`config.mk`:
```
export PLATFORM = sky130hd
export DESIGN_NAME = online_to_conventional_converter
export DESIGN_NICKNAME = d
export VERILOG_FILES = /design/src/rtl/online_to_conventional_converter.sv
export SDC_FILE = /design/constraint.sdc
export NUM_CORES = 1
export LEC_CHECK = 0
export CORE_MARGIN = 2
export CORE_UTILIZATION = 56
export DETAILED_ROUTE_END_ITERATION = 10
export PLACE_DENSITY_LB_ADDON = 0.25
export SKIP_CTS_REPAIR_TIMING = 1
export SLEW_MARGIN = 20
export SYNTH_ARGS = -nofsm -noshare
export SYNTH_HDL_FRONTEND = slang
export SYNTH_SLANG_ARGS = --single-unit
```
`constraint.sdc`:
```
create_clock -name clk -period 1.8 [get_ports clk]
set_input_delay 0.45 -clock clk [delete_from_list [all_inputs] [get_ports clk]]
set_output_delay 0.45 -clock clk [all_outputs]
set_load 0.02 [all_outputs]
```
`src/rtl/online_to_conventional_converter.sv`:
```
// On-the-fly (Q/QM) converter: folds an MSD-first signed-digit stream into a
// two's-complement integer without ever performing a carry-propagate addition.
module online_to_conventional_converter #(
  parameter int no_of_digits = 9,
  parameter int radix_bits   = 3,
  parameter int radix        = 4
) (
  input  logic                    clk,
  input  logic                    extern_reset_n,
  input  logic [radix_bits-1:0]   z,
  input  logic                    z_valid,
  input  logic                    z_first,
  output logic [2*no_of_digits:0] result,
  output logic                    result_valid,
  output logic                    busy,
  output logic                    digit_error
);

  localparam int W           = 2*no_of_digits + 1;
  localparam int DIGIT_SHIFT = $clog2(radix);
  localparam int CW          = (no_of_digits > 1) ? $clog2(no_of_digits) : 1;
  localparam logic [CW-1:0] LAST_CNT = CW'(no_of_digits - 1);

  typedef enum logic [0:0] {IDLE = 1'b0, CONV = 1'b1} state_t;

  function automatic logic digit_illegal(input logic [radix_bits-1:0] d);
    return d == {1'b1, {(radix_bits-1){1'b0}}};
  endfunction

  function automatic logic [radix_bits-1:0] digit_clean(input logic [radix_bits-1:0] d);
    return digit_illegal(d) ? {radix_bits{1'b0}} : d;
  endfunction

  state_t                  state_q, state_d;
  logic [W-1:0]            q_q, q_d, qm_q, qm_d, result_q, result_d;
  logic [CW-1:0]           cnt_q, cnt_d;
  logic                    result_valid_q, result_valid_d;
  logic                    busy_q, busy_d;
  logic                    digit_error_q, digit_error_d;

  logic                    start_s, accept_s, last_s, illegal_s, d_neg_s, d_pos_s;
  logic [radix_bits-1:0]   dig_s;
  logic [CW-1:0]           cnt_base_s;
  logic [W-1:0]            base_q_s, base_qm_s, q_src_s, qm_src_s, q_new_s, qm_new_s;
  logic [DIGIT_SHIFT-1:0]  q_low_s, qm_low_s;

  // Digit decode and the Q/QM append: the low bits come straight from the digit term
  always_comb begin
    start_s    = z_valid & z_first;
    accept_s   = z_valid & (z_first | (state_q == CONV));
    illegal_s  = digit_illegal(z);
    dig_s      = digit_clean(z);
    d_neg_s    = dig_s[radix_bits-1];
    d_pos_s    = ~d_neg_s & (dig_s != {radix_bits{1'b0}});
    cnt_base_s = start_s ? {CW{1'b0}} : cnt_q;
    last_s     = accept_s & (cnt_base_s == LAST_CNT);
    base_q_s   = start_s ? {W{1'b0}} : q_q;
    base_qm_s  = start_s ? {W{1'b1}} : qm_q;
    q_src_s    = d_neg_s ? base_qm_s : base_q_s;
    qm_src_s   = d_pos_s ? base_q_s : base_qm_s;
    // Both d and 4+d share low bits; d-1 and 3+d likewise, so one term each
    q_low_s    = dig_s[DIGIT_SHIFT-1:0];
    qm_low_s   = dig_s[DIGIT_SHIFT-1:0] - {{(DIGIT_SHIFT-1){1'b0}}, 1'b1};
    q_new_s    = (q_src_s << DIGIT_SHIFT) | W'(q_low_s);
    qm_new_s   = (qm_src_s << DIGIT_SHIFT) | W'(qm_low_s);
  end

  // Next-state logic
  always_comb begin
    state_d = state_q;
    case (state_q)
      IDLE: begin
        if (accept_s) begin
          state_d = last_s ? IDLE : CONV;
        end else begin
          state_d = IDLE;
        end
      end
      CONV: begin
        if (accept_s) begin
          state_d = last_s ? IDLE : CONV;
        end else begin
          state_d = CONV;
        end
      end
      default: state_d = IDLE;
    endcase
  end

  // Datapath and registered-output next values
  always_comb begin
    q_d            = q_q;
    qm_d           = qm_q;
    cnt_d          = cnt_q;
    result_d       = result_q;
    result_valid_d = 1'b0;
    busy_d         = busy_q;
    digit_error_d  = digit_error_q;
    if (accept_s) begin
      q_d            = q_new_s;
      qm_d           = qm_new_s;
      cnt_d          = last_s ? {CW{1'b0}} : cnt_base_s + {{(CW-1){1'b0}}, 1'b1};
      result_d       = last_s ? q_new_s : result_q;
      result_valid_d = last_s;
      busy_d         = ~last_s;
      digit_error_d  = (start_s ? 1'b0 : digit_error_q) | illegal_s;
    end else begin
      result_valid_d = 1'b0;
    end
  end

  // State and output registers
  always_ff @(posedge clk or negedge extern_reset_n) begin
    if (!extern_reset_n) begin
      state_q        <= IDLE;
      q_q            <= {W{1'b0}};
      qm_q           <= {W{1'b1}};
      cnt_q          <= {CW{1'b0}};
      result_q       <= {W{1'b0}};
      result_valid_q <= 1'b0;
      busy_q         <= 1'b0;
      digit_error_q  <= 1'b0;
    end else begin
      state_q        <= state_d;
      q_q            <= q_d;
      qm_q           <= qm_d;
      cnt_q          <= cnt_d;
      result_q       <= result_d;
      result_valid_q <= result_valid_d;
      busy_q         <= busy_d;
      digit_error_q  <= digit_error_d;
    end
  end

  assign result       = result_q;
  assign result_valid = result_valid_q;
  assign busy         = busy_q;
  assign digit_error  = digit_error_q;

endmodule

```
==> metrics.yaml <==
run_status:
  outcome: "complete, no violations"
logic_synthesis:
  ys_seq_elements: 61
  async_reset_ff_frac: 1.00
  yosysSeqAreaShare: 0.536
  synth_edf_count: 0
  synth_nets: 311
  post_synth.cell_area_avg_um2: 9.57
  synth_cell_types: 33
  synth_area_mm2: 0.00289
  yosys_most_used_dff: "dfrtp_1"
  ys.warnings.count: 0
  synth_cells: 302
routing:
  num_vias: 2395
  routedWlPerCell_um: 16.4
  drtIter0Drc: 235
  remaining_drc_errors: 0
  drtAntennaViolNets: 0
  dr.pass1.iters: 5
  wl_um: 6660
  post_drt_via_cell_ratio: 5.90
setup_path:
  endpoint_kind: "primary output"
  arrival_ns: 1.33
  cpPeakStageDelay_ns: 0.62
  slowest_stage: "clkdlybuf4s50_1"
  required_ns: 1.35
  critical_path_class: "flip-flop to primary output"
  r2r_slack_ns: 0.23
  crit_path_start_kind: "flip-flop"
  path_max_fanout: 2
  cp_num_buf_inv: 1
  crit_chain: "clkdlybuf4s50_1"
  critical_path.top_delay_family: "buffers and inverters"
power:
  power_w: 0.00417
  ir_drop_mv: 0.659
  power.density_mw_per_mm2: 1200
  p_leak_nw: 1.50
grt:
  grt_pass1_wl_um: 10800
  antenna_found_initial: 0
  track_usage: 0.254
  grt_max_degree: 62
  overflow: 0
  grt_pass1_vias: 2300
cts:
  cts_made_buffers: 9
  clock_path_buffers: 2
  clk_pin_slew_ns: 0.06
  insertion_delay_ns: 0.33
  cts_root_buf: "clkbuf_8"
  htree_levels: 3
  cts_tree: "built"
  clock_sinks: 61
place:
  io_buffers: 28
  placedCellCount: 391
  routabilityCongestion: 0.787
  hpwl_um: 4180
  pre_cts_slack_ns: -0.467
timing:
  hold_ws_ns: 0.0928
  final.setup_skew_ns: 0.00741
  hold_viol_final: 0
  timing.final.ws_setup_ns: 0.0208
  period_share: 0.988
  slew_headroom: 0.747
  min_period_ns: 1.78
  fmax_mhz: 562
  tightest_slew_ns: 0.379
  slew_violations: 0
  setup_viol_count_final: 0
  rsz0062_at_grt: "false"
die:
  rows: 26
  dieWidth_um: 75.8
  io_pins: 29
  dieArea_mm2: 0.00575
  die_h_um: 75.8
  start_util: 0.573
  core_area_mm2: 0.00504
final_layout:
  fin_util: 0.691
  drive_gt1_frac: 0.173
  final_cell_mix: "o31ai_1, nand2_1, dfrtp_1"
  num_antenna_cells: 0
  fin_cells: 406
  layout_commonest_cell: "o31ai_1"
  syn2layout_area_growth_pct: 20.6
  fin_nets: 341
run:
  drv_cap: 0
min_path:
  min_path_type: "input port to asynchronous set/reset pin"
-- area by class of cell --
| cell class | count | area [um^2] |
|---|---|---|
| inverters | 5 | 18.8 |
| repair buffers | 46 | 455 |
| multi-input cells | 209 | 1200 |
| flip-flops and latches | 61 | 1550 |
| well taps | 70 | 87.6 |
| clock buffers | 14 | 173 |
| fillers | 410 | 1560 |
| clock inverters | 1 | 5.00 |
-- final timing paths --
kind,startpoint,end,cells after the start
hold reg to reg,qm_q[15]$_DFFE_PN1P_,qm_q[15]$_DFFE_PN1P_,2
setup / recovery,result[0]$_DFFE_PN0P_,result[0],1
max in group asynchronous,extern_reset_n,qm_q[4]$_DFFE_PN1P_,2
min in group clk,qm_q[15]$_DFFE_PN1P_,qm_q[15]$_DFFE_PN1P_,2
setup reg to reg,cnt_q[0]$_DFFE_PN0P_,result[11]$_DFFE_PN0P_,5
hold / removal,extern_reset_n,result[14]$_DFFE_PN0P_,2
-- cells in the mapped netlist, drive strengths merged, types with 3 or more instances --
| master | count | share of area |
|---|---|---|
| buf | 18 | 0.039 |
| a21oi | 32 | 0.055 |
| o31ai | 47 | 0.12 |
| nor2 | 17 | 0.022 |
| nand2 | 48 | 0.063 |
| dfrtp | 44 | 0.38 |
| inv | 5 | 0.0065 |
| clkbuf | 9 | 0.013 |
| o21ai | 27 | 0.051 |
| nor3 | 17 | 0.029 |
| dfstp | 17 | 0.15 |
| nand3 | 3 | 0.0052 |
-- state kept, by name (all words and copies together) (netlist names), named ones only --
register      count
cnt_q             4
qm_q             17
result_valid      1
digit_error       1
q_q              17
result           19
busy              1
-- kinds of logic (layout without fill, tap and decap cells) --
logic type,Yosys count,count (layout),share of synthesized area
buffers and inverters,32,66,0.0580
AND/OR/NAND/NOR,93,93,0.147
AO/OA/AOI/OAI,113,113,0.247
flip-flops,61,61,0.536
adder cells (fa/ha/maj),2,2,0.00866
XOR/XNOR,1,1,0.00303
-- metrics by stage --
stage	area, um^2	TNS, ns
after global routing	3480	0
after floorplan	2940	0
after detailed placement	3290	-17.68
after global placement	3290	-15.20
after CTS	3470	-1.67
final	3480	0
-- report_power, final --
group | switching (W) | total (W) | internal (W)
registers | 0.000223 | 0.00194 | 0.00172
clock network | 0.000501 | 0.00111 | 0.000604
logic | 0.000601 | 0.00112 | 0.000522
-- metal layers --
layer | share of wire | wire [um] | GRT usage
met5 | 0 | 0 | 0
met4 | 0.019 | 127 | 0.109
met3 | 0.053 | 355 | 0.0556
met2 | 0.48 | 3200 | 0.405
met1 | 0.45 | 2970 | 0.335
(Power assumes the default switching activity.)
